## config.mk

```make
export PLATFORM = sky130hd
export DESIGN_NAME = seq_divider
export DESIGN_NICKNAME = d
export VERILOG_FILES = /design/src/rtl/seq_divider.sv
export SDC_FILE = /design/constraint.sdc
export NUM_CORES = 1
export LEC_CHECK = 0
export CORE_MARGIN = 3
export CORE_UTILIZATION = 40
export DETAILED_ROUTE_END_ITERATION = 8
export PLACE_DENSITY = 0.6
export SLEW_MARGIN = 20
export SYNTH_ARGS = -nofsm -noshare
export SYNTH_HDL_FRONTEND = slang
export SYNTH_SLANG_ARGS = --single-unit
```

## constraint.sdc

```tcl
create_clock -name clk -period 2.2 [get_ports clk]
set_clock_uncertainty 0.2 [all_clocks]
set_input_delay 0.22 -clock clk [delete_from_list [all_inputs] [get_ports clk]]
set_output_delay 0.22 -clock clk [all_outputs]
set_load 0.03 [all_outputs]
```

## src/rtl/seq_divider.sv

```systemverilog
// Iterative restoring divider, one quotient bit per clock, valid/ready on both sides.
// Define DIV_SIGNED_EN for two's-complement operands (sign fix-up around the unsigned core).
module seq_divider #(
  parameter int WIDTH_A = 4,
  parameter int WIDTH_B = 4
) (
  input  logic               clk,
  input  logic               rst,
  input  logic               in_valid,
  output logic               in_ready,
  input  logic [WIDTH_A-1:0] a,
  input  logic [WIDTH_B-1:0] b,
  output logic               out_valid,
  input  logic               out_ready,
  output logic [WIDTH_A-1:0] q,
  output logic [WIDTH_B-1:0] r,
  output logic               div_by_zero
);

  localparam int CW = (WIDTH_A > 1) ? $clog2(WIDTH_A) : 1;

  typedef enum logic [1:0] {IDLE, RUN, DONE} state_t;

  state_t             state;
  logic [CW-1:0]      cnt;
  logic [WIDTH_A-1:0] dvd;
  logic [WIDTH_B-1:0] dvs;
  logic [WIDTH_B-1:0] rem;

  logic [WIDTH_A-1:0] a_mag;
  logic [WIDTH_B-1:0] b_mag;
  logic [WIDTH_A-1:0] q_fin;
  logic [WIDTH_B-1:0] r_fin;
  logic [WIDTH_B-1:0] dbz_r;

  // dvd doubles as the quotient register: dividend bits leave at the top while
  // quotient bits enter at the bottom.
  logic [WIDTH_B:0]   rem_sh;
  logic               q_bit;
  logic [WIDTH_B-1:0] rem_nxt;
  logic [WIDTH_A-1:0] dvd_nxt;

  assign rem_sh  = {rem, dvd[WIDTH_A-1]};
  assign q_bit   = (rem_sh >= {1'b0, dvs});
  // When the trial subtract succeeds the difference is below dvs, so WIDTH_B bits suffice.
  assign rem_nxt = q_bit ? (rem_sh[WIDTH_B-1:0] - dvs) : rem_sh[WIDTH_B-1:0];
  assign dvd_nxt = {dvd[WIDTH_A-2:0], q_bit};

`ifdef DIV_SIGNED_EN
  localparam bit SIGN_EXT = 1'b1;
  logic neg_q;
  logic neg_r;
  assign a_mag = a[WIDTH_A-1] ? (~a + 1'b1) : a;
  assign b_mag = b[WIDTH_B-1] ? (~b + 1'b1) : b;
  assign q_fin = neg_q ? (~dvd_nxt + 1'b1) : dvd_nxt;
  assign r_fin = neg_r ? (~rem_nxt + 1'b1) : rem_nxt;
`else
  localparam bit SIGN_EXT = 1'b0;
  assign a_mag = a;
  assign b_mag = b;
  assign q_fin = dvd_nxt;
  assign r_fin = rem_nxt;
`endif

  generate
    if (WIDTH_B > WIDTH_A) begin : g_dbz_ext
      assign dbz_r = {{(WIDTH_B-WIDTH_A){SIGN_EXT & a[WIDTH_A-1]}}, a};
    end else begin : g_dbz_trunc
      assign dbz_r = a[WIDTH_B-1:0];
    end
  endgenerate

  always_ff @(posedge clk) begin
    if (rst) begin
      state       <= IDLE;
      in_ready    <= 1'b1;
      out_valid   <= 1'b0;
      q           <= '0;
      r           <= '0;
      div_by_zero <= 1'b0;
      cnt         <= '0;
      dvd         <= '0;
      dvs         <= '0;
      rem         <= '0;
`ifdef DIV_SIGNED_EN
      neg_q       <= 1'b0;
      neg_r       <= 1'b0;
`endif
    end else begin
      case (state)
        IDLE: begin
          if (in_valid && in_ready) begin
            in_ready <= 1'b0;
            if (b == '0) begin
              state       <= DONE;
              q           <= '1;
              r           <= dbz_r;
              div_by_zero <= 1'b1;
            end else begin
              state <= RUN;
              dvd   <= a_mag;
              dvs   <= b_mag;
              rem   <= '0;
              cnt   <= CW'(WIDTH_A - 1);
`ifdef DIV_SIGNED_EN
              neg_q <= a[WIDTH_A-1] ^ b[WIDTH_B-1];
              neg_r <= a[WIDTH_A-1];
`endif
            end
          end
        end
        RUN: begin
          dvd <= dvd_nxt;
          rem <= rem_nxt;
          if (cnt == '0) begin
            state       <= DONE;
            out_valid   <= 1'b1;
            q           <= q_fin;
            r           <= r_fin;
            div_by_zero <= 1'b0;
          end else begin
            cnt <= cnt - 1'b1;
          end
        end
        DONE: begin
          // Divide-by-zero enters DONE with out_valid low; it rises one edge later.
          if (out_valid && out_ready) begin
            state     <= IDLE;
            out_valid <= 1'b0;
            in_ready  <= 1'b1;
          end else if (!out_valid) begin
            out_valid <= 1'b1;
          end
        end
        default: state <= IDLE;
      endcase
    end
  end

endmodule

```

== Word-level counts from Yosys, hierarchy flattened ==
Index checks and enable logic that the tools add are counted.
Operators by class
  div/mod/pow operators: 0
  bitwise gates (word level): 1
  order comparisons: 1
  multiply operators: 0
  $add $sub $neg: 2
  muxes and demuxes: 34
  equal/unequal tests: 8
  reductions and logical operators: 15
  shift-type cells: 0
Operators with widths (number)
  $mux W4: 11
  $pmux W4 S2: 4
  $mux W2: 7
  $ne A2 B2 Y1 const B: 6
  $reduce_and A3 Y1: 4
  $reduce_and A4 Y1: 2
  $mux W1: 7
  $pmux W1 S2: 3
  $pmux W2 S3: 1
  $reduce_bool A2 Y1: 3
  $ge A5 B4 Y1: 1
  $logic_not A2 Y1: 2
  $logic_not A4 Y1: 1
  $pmux W2 S2: 1
  $sub A4 B4 Y4: 1
  $eq A2 B1 Y1 const B: 1
  $eq A2 B2 Y1 const B: 1
  $logic_and A1 B1 Y1: 2
  $reduce_and A2 Y1: 1
  $sub A2 B1 Y2 const B: 1
  $not A1 Y1: 1
Storage, ports and cells
  bits in latches: 0
  memories: 0
  logic and storage cells: 71
  input port bits: 12
  ROM bits: 0
  bits in writable memories: 0
  output and inout bits: 11
  register bits after elaboration: 27

== Depth between registers and ports, before layout ==
  depth after elaboration: 4
  depth in mapped cells: 7

== Worst setup path before layout ==
No wires, ideal clock.
  path type: register to register
  from: register dvd[3]
  to: register r[1]
  buffers on the path: 0
  period minus slack after synthesis: 1.984 ns
  setup slack: 0.216 ns
  stages on the path, launching flop included: 6
  library setup time: 0.081 ns
  arrival: 1.703 ns
  path through: dfxtp_1 inv_1 ha_1 fa_1 or4_1 a41oi_1
On the way
  longest elaborated chain between the ends: 4
RTL lines
  from (decl): line 26  | logic [WIDTH_A-1:0] dvd;
  from (signal assigned): line 101  | dvd <= a_mag;
  from (signal assigned): line 113  | dvd <= dvd_nxt;
  $sub A4 B4 Y4 or $ge A5 B4 Y1 (tied branches): line 46, 44
  $mux W4 (*): line 46  | assign rem_nxt = q_bit ? (rem_sh[WIDTH_B-1:0] - dvs) : rem_sh[WIDTH_B-1:0];
  $mux W4 (*): line 115  | if (cnt == '0) begin
  $pmux W4 S2 (*): line 90  | case (state)
  to (signal assigned): line 97  | r <= dbz_r;
  to (signal assigned): line 119  | r <= r_fin;
  to (decl): line 16  | output logic [WIDTH_B-1:0] r,
Every way passes the cells marked *; elsewhere a longest branch is shown, timed or not. The select of a mux whose other input is x is not followed.
A chain may end at the register's enable or synchronous reset.

== Worst setup path in the final report ==
  from: register dvs[2]
  to: register r[3]
On the way
  longest elaborated chain between the ends: 4
RTL lines
  from (decl): line 27  | logic [WIDTH_B-1:0] dvs;
  from (signal assigned): line 102  | dvs <= b_mag;
  $sub A4 B4 Y4 or $ge A5 B4 Y1 (tied branches): line 46, 44
  $mux W4 (*): line 46
  $mux W4 (*): line 115
  $pmux W4 S2 (*): line 90
Marked as above.

==> metrics.cfg <==
[yosys]
yosys_warnings = 0
netlist-cell-type-count = 43
avgSynthCellArea_um2 = 9.06
netlist_instances = 154
synthFlopType = dfxtp_1
synth-seq-cells = 27
async_reset_ff_share_pct = 0
syn_nets = 172
synth-edff-count = 0
ys_seq_area_share_pct = 38.7
syn_area_mm2 = 0.00140

[job]
cap_violations = 0

[routing]
routed_wl_mm = 3.35
drc_errors = 0
drt_iter0_drc = 112
num_vias = 1279
via_per_inst = 5.66
wl_per_cell_um = 14.8
drtPass1Iterations = 4
postRouteAntennaNets = 0

[placement]
gp_congestion = 0.828
dp_cells = 222
place_ws_ns = 0.0214
io_buffer_count = 22
dpl-instance-area_mm2 = 0.00172
hpwl_mm = 2.61

[clocking]
root_buffer = clkbuf_4
clockBufferDepth = 2
cts_made_buffers = 3
htreeDepth = 1
post_cts_resized = 0
hold_buffers = 0
cts_sinks = 27
cts_tree = built
clock_latency_ns = 0.33
post-cts-setup-buffer-count = 0
path_clk_slew_ns = 0.15

[timing]
tightest_slew_ns = 0.420
final_hold_viol_count = 0
fin_ws_ns = 0.104
max_freq_mhz = 477
period_share_pct = 95.3
rsz0062_at_grt = true
slew_viol_final = 0
slew_headroom_pct = 71.7
setup_viol = 0
tns_ns = 0
min_period_ns = 2.10

[layout]
drive_gt1_share_pct = 13.7
n_antenna_cell = 0
syn2layout_area_growth_pct = 25.0
fin_area_mm2 = 0.00174
fillerInstances = 309
instances_no_fill = 226
final_nets = 201

[die]
initial_core_util_pct = 43.9
die_h_um = 65.1
io_pins = 23
rows = 20
fp.dieArea_mm2 = 0.00423
core_mm2 = 0.00318
die_w_um = 65.1

[power]
total_power_w = 0.00124
p_int_w = 0.000813
clkPwrFrac_pct = 17.2
p_sw_w = 0.000428
pwr_density_cell_mw_per_mm2 = 711
ir_drop_mv = 0.400
swShare_pct = 34.5
power_frac_comb_pct = 35.0
p_leak_nw = 0.616
pwr-share-seq_pct = 47.9

[run_status]
outcome = finished clean

[critical_path]
crit_arrival_ns = 2.11
endpoint_kind = flop
crit_required_ns = 2.21
critical_path_class = flop to flop
crit_fanout = 3
start_kind = flop

[global_routing]
grt_pass1_vias = 1216
overflow = 0
grt-busiest-layer = met2
use_met3_pct = 5.20
grt_pass1_wl_mm = 5.61
gr-usage-met2_pct = 27.5
grtUsageTotal_pct = 16.7
grt_util_met1_pct = 21.6
grt_antenna_before_repair = 0
grt_max_degree = 21

[worst_hold_path]
worstHoldPathType = flop to flop

==> power by group through the flow <==
| stage | Combinational [W] | Sequential, W | Clock (W) |
|---|---|---|---|
| after floorplan | 0.000251 | 0.000633 | 0 |
| after CTS | 0.000433 | 0.000594 | 0.000224 |
| final | 0.000434 | 0.000594 | 0.000213 |
| after detailed placement | 0.000431 | 0.000606 | 0 |
| after global placement | 0.000422 | 0.000604 | 0 |
| after global routing | 0.000472 | 0.000605 | 0.000256 |
==> layout by cell type, fill, tap and decap left out, types with 2 or more instances in the layout <==
| master | netlist | layout |
|---|---|---|
| nand2b_1 | 2 | 2 |
| a311oi_1 | 6 | 6 |
| a21oi_1 | 8 | 8 |
| buf_4 | 2 | 9 |
| and2_1 | 4 | 4 |
| nand3b_1 | 2 | 2 |
| or4_1 | 2 | 2 |
| ha_1 | 5 | 5 |
| nand2_1 | 9 | 9 |
| a22oi_1 | 5 | 5 |
| a31oi_1 | 3 | 3 |
| a211oi_1 | 5 | 5 |
| dfxtp_1 | 27 | 27 |
| o221a_2 | 3 | 3 |
| o21ai_0 | 9 | 9 |
| clkbuf_4 | 0 | 3 |
| a41oi_1 | 3 | 3 |
| inv_1 | 9 | 9 |
| o211ai_1 | 3 | 3 |
| nor3_1 | 5 | 5 |
| clkdlybuf4s50_1 | 0 | 22 |
| nor2_1 | 15 | 15 |
==> state kept, by name (all words and copies together) (netlist names) <==
register,cells
out_valid,1
state,2
r,4
dvs,4
q,4
div_by_zero,1
dvd,4
in_ready,1
cnt,2
rem,4
==> layer usage <==
metal | wire [um] | share of wire [%]
met5 | 0 | 0
met4 | 51 | 1.5
met3 | 163 | 4.9
met2 | 1520 | 45
met1 | 1610 | 48
==> cells by family after synthesis <==
group           count (synthesis)  share of synthesized area, %
flops                          27                          38.7
mux                             1                         0.718
buf+inv                        17                          5.38
fa+ha+maj                       6                          5.92
simple gates                   47                          17.8
xor+xnor                        1                         0.628
compound gates                 55                          30.8
==> worst paths after layout <==
check | startpoint | slack [ns] | cells after the start | to
hold reg to reg | cnt[0]$_SDFFE_PP0P_ | 0.28 | 1 | cnt[0]$_SDFFE_PP0P_
hold / removal | cnt[0]$_SDFFE_PP0P_ | 0.28 | 1 | cnt[0]$_SDFFE_PP0P_
setup / recovery | dvs[2]$_SDFFE_PP0P_ | 0.10 | 6 | r[3]$_SDFFE_PP0P_
setup reg to reg | dvs[2]$_SDFFE_PP0P_ | 0.10 | 6 | r[3]$_SDFFE_PP0P_
==> synth_stat cells (all sizes together), types with 2 or more instances <==
cell type,number,share of area [%]
a31oi,4,2.9
inv,9,2.4
buf,5,2.2
nand2,9,2.4
a41oi,3,1.9
nand2b,2,0.90
nor3,5,1.8
ha,5,4.5
nor2,15,4.0
a311oi,6,3.8
o211ai,4,2.5
a22oi,5,2.7
clkbuf,3,0.81
nand3b,2,1.1
o221a,3,2.4
o21ai,9,3.2
a211oi,6,4.1
and2,4,1.8
dfxtp,27,39
a21oi,8,2.9
or4,3,1.9
==> area by class of cell <==
| class | count | area [um2] | area share (%) |
|---|---|---|---|
| Multi-Input combinational cell | 110 | 779 | 44.7 |
| Tap cell | 44 | 55.1 | 3.16 |
| Sequential cell | 27 | 541 | 31.0 |
| Timing Repair Buffer | 32 | 308 | 17.6 |
| Clock inverter | 1 | 5.00 | 0.287 |
| Clock buffer | 3 | 22.5 | 1.29 |
| Inverter | 9 | 33.8 | 1.94 |
==> stage by stage <==
| step | util (%) | hold WS [ns] |
|---|---|---|
| after floorplan | - | 0.178 |
| after global placement | 54.0 | 0.256 |
| after detailed placement | 54.0 | 0.261 |
| after CTS | 54.9 | 0.281 |
| after global routing | 54.9 | 0.289 |
| final | 54.9 | 0.285 |
==> critical path, stage by stage (launching register included) <==
cell       delay (ns)
dfxtp_1          0.36
inv_1            0.05
ha_1             0.22
or3_4            0.40
a311oi_1         0.30
a2bb2oi_1        0.30
a41oi_1          0.16
Power figures use the tool's default switching activity.
